==> config.mk <==
export PLATFORM = sky130hd
export DESIGN_NAME = ws2812_chain_fader
export DESIGN_NICKNAME = d
export VERILOG_FILES = /design/src/rtl/ws2812_pkg.sv /design/src/rtl/ws2812_bit_serializer.sv /design/src/rtl/ws2812_chain_fader.sv
export SDC_FILE = /design/constraint.sdc
export NUM_CORES = 1
export LEC_CHECK = 0
export BUFFER_PORTS_ARGS = -buffer_cell sky130_fd_sc_hd__buf_2
export CAP_MARGIN = 20
export CORE_MARGIN = 10
export CORE_UTILIZATION = 45
export CTS_CLUSTER_DIAMETER = 100
export DETAILED_ROUTE_END_ITERATION = 8
export PLACE_DENSITY = 0.6
export SLEW_MARGIN = 20
export SYNTH_ARGS = -nofsm -noshare
export SYNTH_HDL_FRONTEND = slang
export SYNTH_HIERARCHICAL = 1
export SYNTH_SLANG_ARGS = --single-unit
==> constraint.sdc <==
create_clock -name clk -period 9 [get_ports clk]
set_input_delay 0.9 -clock clk [delete_from_list [all_inputs] [get_ports clk]]
set_output_delay 0.9 -clock clk [all_outputs]
set_load 0.01 [all_outputs]
==> src/rtl/ws2812_pkg.sv <==
// Shared types, GRB field layout and 50 MHz default timing for the WS2812 chain fader.
// The optional gamma-corrected fade is selected with the WS2812_GAMMA_EN macro (see ws2812_chain_fader).
package ws2812_pkg;

  localparam int CH_W   = 8;
  localparam int WORD_W = 3 * CH_W;

  localparam int G_MSB = 23;
  localparam int G_LSB = 16;
  localparam int R_MSB = 15;
  localparam int R_LSB = 8;
  localparam int B_MSB = 7;
  localparam int B_LSB = 0;

  localparam int DEF_NUM_LEDS  = 8;
  localparam int DEF_T0H_CYC   = 20;
  localparam int DEF_T1H_CYC   = 40;
  localparam int DEF_BIT_CYC   = 62;
  localparam int DEF_RESET_CYC = 3000;
  localparam int DEF_FADE_STEP = 4;

  typedef enum logic [1:0] {
    MODE_STATIC = 2'd0,
    MODE_FADE   = 2'd1,
    MODE_CHASE  = 2'd2,
    MODE_RSVD   = 2'd3
  } mode_e;

  typedef enum logic [1:0] {
    ST_IDLE  = 2'd0,
    ST_LOAD  = 2'd1,
    ST_SEND  = 2'd2,
    ST_LATCH = 2'd3
  } fsm_state_e;

  // c * g >> 8 with g in 1..256; the product never exceeds 16 bits.
  function automatic logic [CH_W-1:0] scale_ch(input logic [CH_W-1:0] c,
                                               input logic [CH_W:0]   g);
    logic [2*CH_W-1:0] prod;
    prod = (2*CH_W)'(c) * (2*CH_W)'(g);
    return CH_W'(prod >> CH_W);
  endfunction

endpackage

==> src/rtl/ws2812_bit_serializer.sv <==
// Shifts a 24-bit GRB word out MSB first as WS2812 timed bits, one word per load handshake.
// word_done marks the last cycle of the final bit so the next word can follow without a gap.
module ws2812_bit_serializer
  import ws2812_pkg::*;
#(
  parameter int T0H_CYC = DEF_T0H_CYC,
  parameter int T1H_CYC = DEF_T1H_CYC,
  parameter int BIT_CYC = DEF_BIT_CYC
) (
  input  logic              clk,
  input  logic              reset_n,
  input  logic              load_valid,
  output logic              load_ready,
  input  logic [WORD_W-1:0] load_word,
  output logic              data_out,
  output logic              word_done
);

  localparam int CYC_W = $clog2(BIT_CYC);
  localparam int BIT_W = 5;
  localparam logic [CYC_W-1:0] LAST_CYC = CYC_W'(BIT_CYC - 1);
  localparam logic [CYC_W-1:0] T0H      = CYC_W'(T0H_CYC);
  localparam logic [CYC_W-1:0] T1H      = CYC_W'(T1H_CYC);

  logic [WORD_W-1:0] word_q, word_d;
  logic [BIT_W-1:0]  bit_q, bit_d;
  logic [CYC_W-1:0]  cyc_q, cyc_d;
  logic              active_q, active_d;
  logic              out_q, out_d;

  // Handshake: a word transfers on a cycle where load_valid && load_ready; the
  // source holds load_word stable while load_valid is high and ready is low.
  assign word_done  = active_q && (bit_q == '0) && (cyc_q == LAST_CYC);
  assign load_ready = !active_q || word_done;
  assign data_out   = out_q;

  always_comb begin
    word_d   = word_q;
    bit_d    = bit_q;
    cyc_d    = cyc_q;
    active_d = active_q;
    if (load_valid && load_ready) begin
      word_d   = load_word;
      bit_d    = BIT_W'(WORD_W - 1);
      cyc_d    = '0;
      active_d = 1'b1;
    end else if (active_q) begin
      if (cyc_q == LAST_CYC) begin
        cyc_d = '0;
        if (bit_q == '0) begin
          active_d = 1'b0;
        end else begin
          bit_d  = bit_q - BIT_W'(1);
          word_d = {word_q[WORD_W-2:0], 1'b0};
        end
      end else begin
        cyc_d = cyc_q + CYC_W'(1);
      end
    end
    // Output is registered from next-state values so it lines up with the bit counters.
    out_d = active_d && (cyc_d < (word_d[WORD_W-1] ? T1H : T0H));
  end

  always_ff @(posedge clk) begin
    if (!reset_n) begin
      word_q   <= '0;
      bit_q    <= '0;
      cyc_q    <= '0;
      active_q <= 1'b0;
      out_q    <= 1'b0;
    end else begin
      word_q   <= word_d;
      bit_q    <= bit_d;
      cyc_q    <= cyc_d;
      active_q <= active_d;
      out_q    <= out_d;
    end
  end

endmodule

==> src/rtl/ws2812_chain_fader.sv <==
// Frame FSM, per-pixel colour scaler and fade/chase counters for a WS2812 chain.
// Define WS2812_GAMMA_EN to use the squared (perceptual) fade multiplier instead of the linear one.
module ws2812_chain_fader
  import ws2812_pkg::*;
#(
  parameter int NUM_LEDS  = DEF_NUM_LEDS,
  parameter int T0H_CYC   = DEF_T0H_CYC,
  parameter int T1H_CYC   = DEF_T1H_CYC,
  parameter int BIT_CYC   = DEF_BIT_CYC,
  parameter int RESET_CYC = DEF_RESET_CYC,
  parameter int FADE_STEP = DEF_FADE_STEP
) (
  input  logic        clk,
  input  logic        reset_n,
  input  logic        enable,
  input  logic [1:0]  mode,
  input  logic [23:0] base_color,
  output logic        ws2812_out,
  output logic        busy,
  output logic        frame_done,
  output logic [7:0]  brightness
);

  localparam int IDX_W = $clog2(NUM_LEDS + 1);
  localparam int POS_W = (NUM_LEDS > 1) ? $clog2(NUM_LEDS) : 1;
  localparam int LAT_W = (RESET_CYC > 1) ? $clog2(RESET_CYC) : 1;
  localparam logic [IDX_W-1:0] END_IDX  = IDX_W'(NUM_LEDS);
  localparam logic [POS_W-1:0] LAST_POS = POS_W'(NUM_LEDS - 1);
  localparam logic [LAT_W-1:0] LAST_LAT = LAT_W'(RESET_CYC - 1);
  localparam logic [CH_W:0]    STEP9    = (CH_W+1)'(FADE_STEP);

  fsm_state_e        state_q, state_d;
  mode_e             frame_mode_q, frame_mode_d;
  logic [WORD_W-1:0] frame_color_q, frame_color_d;
  logic [IDX_W-1:0]  pix_q, pix_d;
  logic [POS_W-1:0]  pos_q, pos_d;
  logic [CH_W-1:0]   bright_q, bright_d;
  logic              dir_down_q, dir_down_d;
  logic [LAT_W-1:0]  lat_q, lat_d;
  logic              busy_q, busy_d;
  logic              done_q, done_d;

  logic              ser_valid, ser_ready, ser_done, ser_out;
  logic [WORD_W-1:0] ser_word;
  mode_e             cur_mode;
  logic [WORD_W-1:0] cur_color;
  logic [IDX_W-1:0]  cur_idx;
  logic [CH_W:0]     gain;
`ifdef WS2812_GAMMA_EN
  logic [2*CH_W-1:0] bright_sq;
`endif

  assign ws2812_out = ser_out;
  assign busy       = busy_q;
  assign frame_done = done_q;
  assign brightness = bright_q;

  // Pixel 0 is built in LOAD straight from the inputs, the rest from the frame registers.
  always_comb begin
    cur_mode  = frame_mode_q;
    cur_color = frame_color_q;
    cur_idx   = pix_q;
    if (state_q == ST_LOAD) begin
      cur_mode  = mode_e'(mode);
      cur_color = base_color;
      cur_idx   = '0;
    end
`ifdef WS2812_GAMMA_EN
    bright_sq = (2*CH_W)'(bright_q) * (2*CH_W)'(bright_q);
    gain      = (CH_W+1)'(bright_sq >> CH_W) + (CH_W+1)'(1);
`else
    gain      = (CH_W+1)'(bright_q) + (CH_W+1)'(1);
`endif
    case (cur_mode)
      MODE_FADE:  ser_word = {scale_ch(cur_color[G_MSB:G_LSB], gain),
                              scale_ch(cur_color[R_MSB:R_LSB], gain),
                              scale_ch(cur_color[B_MSB:B_LSB], gain)};
      MODE_CHASE: ser_word = (cur_idx == IDX_W'(pos_q)) ? cur_color : '0;
      default:    ser_word = cur_color;
    endcase
    ser_valid = (state_q == ST_LOAD) || ((state_q == ST_SEND) && (pix_q != END_IDX));
  end

  always_comb begin
    state_d       = state_q;
    frame_mode_d  = frame_mode_q;
    frame_color_d = frame_color_q;
    pix_d         = pix_q;
    pos_d         = pos_q;
    bright_d      = bright_q;
    dir_down_d    = dir_down_q;
    lat_d         = lat_q;
    case (state_q)
      ST_IDLE: begin
        if (enable) state_d = ST_LOAD;
      end
      ST_LOAD: begin
        frame_mode_d  = mode_e'(mode);
        frame_color_d = base_color;
        pix_d         = IDX_W'(1);
        state_d       = ST_SEND;
      end
      ST_SEND: begin
        if (ser_valid && ser_ready) pix_d = pix_q + IDX_W'(1);
        if (ser_done && (pix_q == END_IDX)) begin
          state_d = ST_LATCH;
          lat_d   = '0;
        end
      end
      default: begin
        if (lat_q == LAST_LAT) begin
          state_d = enable ? ST_LOAD : ST_IDLE;
          if (frame_mode_q == MODE_FADE) begin
            if (!dir_down_q) begin
              if (((CH_W+1)'(bright_q) + STEP9) >= (CH_W+1)'(255)) begin
                bright_d   = 8'd255;
                dir_down_d = 1'b1;
              end else begin
                bright_d = bright_q + STEP9[CH_W-1:0];
              end
            end else begin
              if ((CH_W+1)'(bright_q) <= STEP9) begin
                bright_d   = '0;
                dir_down_d = 1'b0;
              end else begin
                bright_d = bright_q - STEP9[CH_W-1:0];
              end
            end
          end
          if (frame_mode_q == MODE_CHASE) begin
            pos_d = (pos_q == LAST_POS) ? '0 : pos_q + POS_W'(1);
          end
        end else begin
          lat_d = lat_q + LAT_W'(1);
        end
      end
    endcase
    busy_d = (state_d != ST_IDLE);
    done_d = (state_d == ST_LATCH) && (lat_d == LAST_LAT);
  end

  always_ff @(posedge clk) begin
    if (!reset_n) begin
      state_q       <= ST_IDLE;
      frame_mode_q  <= MODE_STATIC;
      frame_color_q <= '0;
      pix_q         <= '0;
      pos_q         <= '0;
      bright_q      <= '0;
      dir_down_q    <= 1'b0;
      lat_q         <= '0;
      busy_q        <= 1'b0;
      done_q        <= 1'b0;
    end else begin
      state_q       <= state_d;
      frame_mode_q  <= frame_mode_d;
      frame_color_q <= frame_color_d;
      pix_q         <= pix_d;
      pos_q         <= pos_d;
      bright_q      <= bright_d;
      dir_down_q    <= dir_down_d;
      lat_q         <= lat_d;
      busy_q        <= busy_d;
      done_q        <= done_d;
    end
  end

  ws2812_bit_serializer #(
    .T0H_CYC (T0H_CYC),
    .T1H_CYC (T1H_CYC),
    .BIT_CYC (BIT_CYC)
  ) u_ser (
    .clk        (clk),
    .reset_n    (reset_n),
    .load_valid (ser_valid),
    .load_ready (ser_ready),
    .load_word  (ser_word),
    .data_out   (ser_out),
    .word_done  (ser_done)
  );

endmodule

==> results.yml, run 1 <==
run_status:
  status: "finished clean"
die:
  row_count: 55
  dieArea_mm2: 0.0296
  initial_core_util: 0.458
  fp.dieH_um: 172
  io_pins: 40
  die_width_um: 172
  core-area_mm2: 0.0227
sta:
  slew_headroom: 0.259
  period_minus_slack_ns: 6.82
  finalHoldViolations: 0
  max_freq_mhz: 147
  min_period_over_period: 0.757
  finalClockSkew_ns: 0.00617
  slew_viol_final: 0
  setup_tns_ns: 0
  hold_ws_ns: 0.500
  max_slew.worst_pin.slew_ns: 1.08
  rsz0062_at_grt: "false"
  setup_violations: 0
layout:
  fillers: 2250
  seq_area_mm2: 0.00188
  finalInstanceArea_mm2: 0.0113
  layout_common_cells: "nor2_1 (218), inv_1 (158), ha_1 (123)"
  diodes: 0
  drive_gt1_frac: 0.111
  syn_to_final_growth_pct: 8.28
  layout_commonest_cell: "nor2_1"
  fin_cells: 1556
  multi_input_area_mm2: 0.00776
  layout.nets: 1518
synth:
  synth.avg_cell_area_um2: 8.37
  synthMuxAreaShare: 0.0500
  synth_top_family_by_area: "adder cells"
  synth_edf_count: 0
  synth_area_mm2: 0.0104
  ys_seq_area_frac: 0.181
  ys_ff_latch: 94
  synth_compound_area_frac: 0.113
  yosys.area_share.xor_xnor: 0.0471
  synth_area_leaders: "fa_1 (19%), dfxtp_1 (18%), ha_1 (15%), nor2_1 (7.9%), inv_1 (5.7%)"
  synthAdderAreaFrac: 0.340
  synth-simple-area-share: 0.190
  synth_warnings: 6
  syn_inst: 1243
  synth_top_flop_cell: "dfxtp_1"
  synth_top_cell_area_share: 0.190
  syn-num-nets: 1495
  synth.distinct_cells: 70
  synth_top_cell_by_area: "fa_1"
  ys_async_sr_fraction: 0
clock_network:
  cts_root_buf: "clkbuf_16"
  htreeDepth: 3
  worstSkewPairLatency_ns: 0.36
  cts_max_path_buffers: 2
  cts_resized: 0
  cts_tree: "done"
  cts_setup_buffers: 0
  numCtsBuffers: 9
  cts_hold_buf: 0
  path_clk_slew_ns: 0.07
  cts_sinks: 94
global_routing:
  grt_max_degree: 51
  grt_first_pass_wirelength_um: 43700
  gr-total-overflow: 0
  antenna_found_initial: 0
  first_global_vias: 8701
  track_usage: 0.182
placed_design:
  port_buffers: 39
  hpwl_um: 18500
  place_area_mm2: 0.0110
  gp_congestion: 0.843
  place_inst: 1540
worst_setup_path:
  crit_family: "adder cells"
  cp_max_fo: 19
  cp.required_ns: 9.28
  path_cells: "ha_2 > mux2i_1 > or2_2 > fa_1 > fa_1 > inv_1 > fa_1 > inv_1 > fa_1 > inv_1 > ha_1 > o21a_1 > nor2_1 > a21oi_2 > a41o_2 > o31ai_1 > xnor2_1 > o22ai_1 > nor2_1 > nor2_2 > ha_1 > a21oi_1 > o21ai_0 > a211oi_1"
  critical_path_class: "reg -> reg"
  cp-start-kind: "flop"
  crit_slowest_cell: "mux2i_1"
  worst_path_most_repeated_cell: "fa_1"
  cpPeakStageDelay_ns: 0.79
  crit_buf_inv: 3
  cp-end-kind: "flop"
  arrival_ns: 7.09
route:
  wirelength_um: 25600
  via_per_inst: 5.45
  first_iter_violations: 575
  drc: 0
  wl_per_cell_um: 16.5
  vias: 8486
  ant_nets: 0
  drtPass1Iterations: 5
power_and_ir_drop:
  totalPowerFinal_mw: 1.51
  seq_power_share: 0.360
  p_int_mw: 0.897
  ir_worst_vdd_mv: 0.0998
  power_frac_clock: 0.254
  p_comb_frac: 0.386
  switchingPower_mw: 0.612
  switching_share: 0.406
  p_leak_nw: 5.32
  power_density_mw_per_mm2: 134
run:
  maxCapViolCount: 0
hold_path:
  hold_class: "reg -> reg"
[power by group through the flow]
stage	logic [mW]	clock network (mW)	registers (mW)
floorplan	0.403	0	0.535
CTS	0.586	0.399	0.544
global route	0.659	0.416	0.554
global placement	0.574	0	0.551
detailed placement	0.581	0	0.552
finish	0.582	0.384	0.543
[worst min-delay path: cells and delay by family (launching register included)]
family	cells	cell delay, ns
mux	1	0.07
simple gates	1	0.08
flops	1	0.31
[flip-flops by register name (all words and copies together), names as in the netlist, 2 cells and up]
| name | count |
|---|---|
| u_ser/cyc_q | 6 |
| brightness | 7 |
| u_ser/word_q | 24 |
| pix_q | 4 |
| u_ser/bit_q | 5 |
| state_q | 2 |
| frame_mode_q | 2 |
| lat_q | 12 |
| frame_color_q | 24 |
| pos_q | 3 |
[logic make-up (layout without fill, tap and decap cells)]
group,after synthesis,after routing
adders and majority gates,223,223
and+or+nand+nor,418,418
xor gates and xnor gates,56,56
buffers and inverters,212,240
muxes,52,52
AOI/OAI and AO/OA,188,188
DFF,94,94
[metrics by stage]
step | util | worst slack, ns
floorplan | - | 2.52
global placement | 0.484 | 2.33
detailed placement | 0.484 | 2.23
CTS | 0.496 | 2.22
global route | 0.496 | 1.60
finish | 0.496 | 2.18
[synthesized netlist by cell type, drive strengths merged (3+ instances only)]
cell     number
o211ai        4
nor2b         8
a21o          5
o31ai         3
nand2        46
or2          38
clkbuf       43
nand3        28
a2bb2oi       3
or3           6
nand3b        8
inv         159
ha          124
xnor2        30
and2          7
nor2        220
a21oi        58
buf          10
fa           99
a211oi        6
o22ai        22
a31oi         4
xor2         26
a21boi        6
nand4         9
or4b          3
o31a          3
and3          7
mux2i        52
a211o         4
o21a          5
nor3         15
o32ai         3
o21ai        48
dfxtp        94
nand2b        9
[cell type report]
class | count | share of cell area
clock buffer | 10 | 0.0203
timing repair buffer | 65 | 0.0346
clock inverter | 6 | 0.00489
tap | 285 | 0.0316
inverter | 159 | 0.0530
sequential | 94 | 0.167
multi-input combinational | 937 | 0.689
[path summary, 6_finish.rpt]
| kind | from | to | slack (ns) | depth (start not counted) |
|---|---|---|---|---|
| worst max register to register | state_q[0] | u_ser/data_out | 2.18 | 24 |
| worst max-delay path | state_q[0] | u_ser/data_out | 2.18 | 24 |
| worst min register to register | frame_color_q[9] | frame_color_q[9] | 0.50 | 2 |
| worst min-delay path | frame_color_q[9] | frame_color_q[9] | 0.50 | 2 |
[metal layers]
layer	GRT usage	wire, µm
met3	0.0344	1540
met2	0.292	11600
met5	0	0
met4	0.0424	305
met1	0.248	12200
(Power assumes the default switching activity.)
==> run 2: changes to the inputs <==
--- a/config.mk
+++ b/config.mk
@@ -11,7 +11,7 @@
 export CORE_UTILIZATION = 45
 export CTS_CLUSTER_DIAMETER = 100
 export DETAILED_ROUTE_END_ITERATION = 8
-export PLACE_DENSITY = 0.6
+export PLACE_DENSITY = 0.62
 export SLEW_MARGIN = 20
 export SYNTH_ARGS = -nofsm -noshare
 export SYNTH_HDL_FRONTEND = slang
==> constraint.sdc (replaced) <==
create_clock -name clk -period 5.5 [get_ports clk]
set_input_delay 0.55 -clock clk [delete_from_list [all_inputs] [get_ports clk]]
set_output_delay 0.55 -clock clk [all_outputs]
set_load 0.01 [all_outputs]
==> results.yml, run 2 (synthesis results as in run 1) <==
sta:
  max_freq_mhz: 178
  setup_violations: 4
  max_slew.worst_pin.slew_ns: 0.814
  slew_viol_final: 0
  min_period_over_period: 1.02
  finalClockSkew_ns: 0.0127
  finalHoldViolations: 0
  setup_tns_ns: -0.220
  worst_slack_ns: -0.108
  period_minus_slack_ns: 5.61
  slew_headroom: 0.458
  rsz0062_at_grt: "true"
die:
  row_count: 55
  dieArea_mm2: 0.0296
  io_pins: 40
  fp.dieH_um: 172
  core-area_mm2: 0.0227
  initial_core_util: 0.458
  die_width_um: 172
clock_network:
  htreeDepth: 3
  numCtsBuffers: 9
  cts_root_buf: "clkbuf_16"
  cts_sinks: 94
  cts_hold_buf: 0
  cts_max_path_buffers: 2
  cts_tree: "done"
  worstSkewPairLatency_ns: 0.36
  path_clk_slew_ns: 0.08
global_routing:
  grt_max_degree: 52
  grt_first_pass_wirelength_um: 44000
  antenna_found_initial: 0
  gr-total-overflow: 0
  first_global_vias: 8981
  track_usage: 0.182
route:
  wirelength_um: 26400
  first_iter_violations: 407
  wl_per_cell_um: 15.8
  drc: 0
  via_per_inst: 5.35
  drtPass1Iterations: 5
  vias: 8962
  ant_nets: 0
power_and_ir_drop:
  totalPowerFinal_mw: 2.79
  p_leak_nw: 5.93
  ir_worst_vdd_mv: 0.172
  power_density_mw_per_mm2: 221
layout:
  layout.nets: 1638
  layout_common_cells: "nor2_1 (214), inv_1 (152), buf_4 (134)"
  drive_gt1_frac: 0.226
  diodes: 0
  syn_to_final_growth_pct: 21.3
  top_regs: "frame_color_q: 24 flops, u_ser/word_q: 24 flops, lat_q: 12 flops"
  layout_commonest_cell: "nor2_1"
  fin_cells: 1676
worst_setup_path:
  cp.required_ns: 5.75
  cp-start-kind: "flop"
  crit_family: "adder cells"
  critical_path_class: "reg -> reg"
  crit_buf_inv: 3
  worst_path_most_repeated_cell: "fa_1"
  cp_max_fo: 7
  arrival_ns: 5.85
  crit_slowest_cell: "fa_1"
  rrSetupSlack_ns: -0.11
  cpPeakStageDelay_ns: 0.57
  path_cells: "inv_2 > ha_4 > buf_12 > mux2i_4 > nor2_1 > fa_1 > fa_1 > fa_1 > fa_1 > ha_4 > nand3_1 > a211o_1 > a21oi_2 > a41o_2 > o31ai_2 > xnor2_1 > o22ai_1 > nor2_1 > nor2_2 > inv_2 > ha_4 > nand3_2 > nor3_2 > a211oi_2"
  cp-end-kind: "flop"
hold_path:
  hold_class: "in -> reg"
run:
  maxCapViolCount: 0
placed_design:
  hpwl_um: 20000
  post-place-ws_ns: -0.211
  place_inst: 1640
  gp_congestion: 0.835
  port_buffers: 39
run_status:
  status: "complete, but fails checks"
  violations: "negative setup slack"
==> run 2: cell type report <==
| cell class | count | area [µm²] |
|---|---|---|
| clock inverter | 7 | 72.6 |
| inverter | 159 | 597 |
| sequential | 94 | 1900 |
| multi-input combinational | 937 | 8100 |
| timing repair buffer | 185 | 1380 |
| tap | 285 | 357 |
| clock buffer | 9 | 225 |
| fill | 2121 | 10100 |
==> run 2: metrics by stage <==
stage	area [µm²]	util	hold WS, ns
floorplan	10600	-	0.466
global placement	11900	0.524	0.490
detailed placement	11900	0.524	0.491
CTS	12400	0.544	0.494
global route	12600	0.556	0.521
finish	12600	0.556	0.500
==> run 2: worst min-delay path, stage by stage <==
cell	delay, ns
buf_2	0.08
mux2i_1	0.10
nor2_1	0.09
==> run 2: power breakdown <==
part / switching, mW / internal (mW)
clock network: 0.325 / 0.323
registers: 0.0805 / 0.805
logic: 0.695 / 0.560
==> run 2: routing by layer <==
metal,GRT usage,vias to the layer above,wire length (µm),part of all wire
met4,0.0405,0,333,0.013
met2,0.317,150,12800,0.49
met1,0.235,4406,12400,0.47
li1,-,4386,-,-
met3,0.0194,20,849,0.032
met5,0,-,0,0
==> run 2: worst paths after layout <==
path / start / to / cells after the start
min: mode[0] / frame_mode_q[0] / 3
max: state_q[1] / u_ser/data_out / 24
min reg2reg: u_ser/word_q[0] / u_ser/word_q[0] / 2
max reg2reg: state_q[1] / u_ser/data_out / 24
==> run 2: what timing repair did <==
| action | in CTS | in global routing |
|---|---|---|
| hold endpoints to repair | 0 | 0 |
| gates resized for setup | 21 | 38 |
| setup buffers | 5 | 13 |
| gates cloned | 0 | 2 |
| pin swaps | 17 | 14 |
| setup endpoints to repair | 8 | 13 |
==> run 3: changes to the inputs <==
--- a/config.mk
+++ b/config.mk
@@ -11,7 +11,7 @@
 export CORE_UTILIZATION = 45
 export CTS_CLUSTER_DIAMETER = 100
 export DETAILED_ROUTE_END_ITERATION = 8
-export PLACE_DENSITY = 0.62
+export PLACE_DENSITY = 0.6
 export SLEW_MARGIN = 20
 export SYNTH_ARGS = -nofsm -noshare
 export SYNTH_HDL_FRONTEND = slang
==> constraint.sdc (replaced) <==
create_clock -name clk -period 5.72 [get_ports clk]
set_input_delay 0.572 -clock clk [delete_from_list [all_inputs] [get_ports clk]]
set_output_delay 0.572 -clock clk [all_outputs]
set_load 0.01 [all_outputs]
==> results.yml, run 3 (synthesis results as in run 1) <==
run_status:
  status: "finished clean"
worst_setup_path:
  cpPeakStageDelay_ns: 0.52
  cp.required_ns: 5.96
  worst_path_most_repeated_cell: "fa_1"
  arrival_ns: 5.87
  crit_slowest_cell: "fa_1"
  cp-end-kind: "flop"
  cp_max_fo: 7
  cp-start-kind: "flop"
  critical_path_class: "reg -> reg"
global_routing:
  grt_max_degree: 51
  antenna_found_initial: 0
  first_global_vias: 9044
  gr-total-overflow: 0
  track_usage: 0.187
  grt_first_pass_wirelength_um: 44600
sta:
  rsz0062_at_grt: "true"
  finalHoldViolations: 0
  worst_slack_ns: 0.0889
  hold_ws_ns: 0.507
  period_minus_slack_ns: 5.63
  max_slew.worst_pin.slew_ns: 0.888
  setup_violations: 0
  min_period_over_period: 0.984
  max_freq_mhz: 178
  finalClockSkew_ns: 0.0114
  slew_headroom: 0.408
  slew_viol_final: 0
route:
  ant_nets: 0
  vias: 8849
  wl_per_cell_um: 16.4
  drc: 0
  drtPass1Iterations: 5
  first_iter_violations: 435
  wirelength_um: 27300
  via_per_inst: 5.33
placed_design:
  gp_congestion: 0.867
  post-place-ws_ns: -0.101
  place_inst: 1605
  port_buffers: 39
  hpwl_um: 20500
  place_area_mm2: 0.0116
layout:
  fin_cells: 1659
  final_util: 0.557
  layout_common_cells: "nor2_1 (213), inv_1 (154), buf_4 (112)"
  layout.nets: 1621
  syn_to_final_growth_pct: 21.5
  diodes: 0
  drive_gt1_frac: 0.216
  top_regs: "frame_color_q: 24 flops, u_ser/word_q: 24 flops, lat_q: 12 flops"
  finalInstanceArea_mm2: 0.0126
  layout_commonest_cell: "nor2_1"
  fillers: 2131
power_and_ir_drop:
  ir_worst_vdd_mv: 0.168
  switchingPower_mw: 1.05
  seq_power_share: 0.318
  p_comb_frac: 0.455
  p_leak_nw: 5.87
  power_density_mw_per_mm2: 212
  switching_share: 0.392
  power_frac_clock: 0.227
  p_int_mw: 1.63
die:
  fp.dieH_um: 172
  io_pins: 40
  die_width_um: 172
  core-area_mm2: 0.0227
  initial_core_util: 0.458
  dieArea_mm2: 0.0296
  row_count: 55
clock_network:
  cts_tree: "done"
  htreeDepth: 3
  cts_sinks: 94
  cts_max_path_buffers: 2
  numCtsBuffers: 9
  worstSkewPairLatency_ns: 0.36
  path_clk_slew_ns: 0.07
  cts_root_buf: "clkbuf_16"
run:
  maxCapViolCount: 0
hold_path:
  hold_class: "in -> reg"
run 3: changes by cell type in the layout (fill, tap and decap cells not counted), sizes merged:
cell,delta
clkinv,+2
inv,-2
buf,-17
run 3: critical path, delay by kind of cell (launching register included):
kind,cells,cell delay [ns]
AO/OA/AOI/OAI,6,0.90
buffers and inverters,3,0.22
flip-flops,1,0.40
adder cells (fa/ha/maj),7,2.71
AND/OR/NAND/NOR,7,0.90
XOR/XNOR,2,0.41
run 3: power by group through the flow:
stage / Sequential, mW / Combinational, mW / Clock [mW]
final: 0.854 / 1.22 / 0.609
after global routing: 0.869 / 1.34 / 0.653
after CTS: 0.854 / 1.11 / 0.628
after detailed placement: 0.869 / 1.05 / 0
after global placement: 0.866 / 1.04 / 0
after floorplan: 0.845 / 0.674 / 0
run 3: path summary, 6_finish.rpt:
check / startpoint / to / slack, ns / cells after the start
max: brightness[0] / u_ser/data_out / 0.09 / 25
min: base_color[12] / frame_color_q[12] / 0.51 / 3
max reg2reg: brightness[0] / u_ser/data_out / 0.09 / 25
min reg2reg: frame_color_q[12] / frame_color_q[12] / 0.52 / 2
run 3: final cells by class:
class | count | area, µm² | area share
clock buffers | 9 | 225 | 0.0178
clock inverters | 7 | 80.1 | 0.00633
inverters | 159 | 597 | 0.0472
multi-input cells | 937 | 8180 | 0.647
flip-flops and latches | 94 | 1900 | 0.150
well taps | 285 | 357 | 0.0282
repair buffers | 168 | 1320 | 0.104
run 3: what timing repair did:
| item | CTS | global route |
|---|---|---|
| setup buffers | 11 | 26 |
| hold buffers | 0 | 0 |
| gates resized for setup | 11 | 61 |
| cloned | 0 | 2 |
| pin swaps | 13 | 47 |
| setup endpoints to repair | 1 | 13 |
run 3: metrics by stage:
stage	power (mW)	setup TNS, ns
3_5_place_dp	1.92	-0.101
4_1_cts	2.59	0
6_report	2.68	0
2_1_floorplan	1.52	0
5_1_grt	2.87	-0.307
3_3_place_gp	1.90	0
run 3: routing by layer:
metal	vias up	track usage	wire [µm]
met1	4322	0.233	12300
met5	-	0	0
met4	0	0.0371	321
met3	27	0.0274	954
met2	146	0.334	13700
li1	4354	-	-
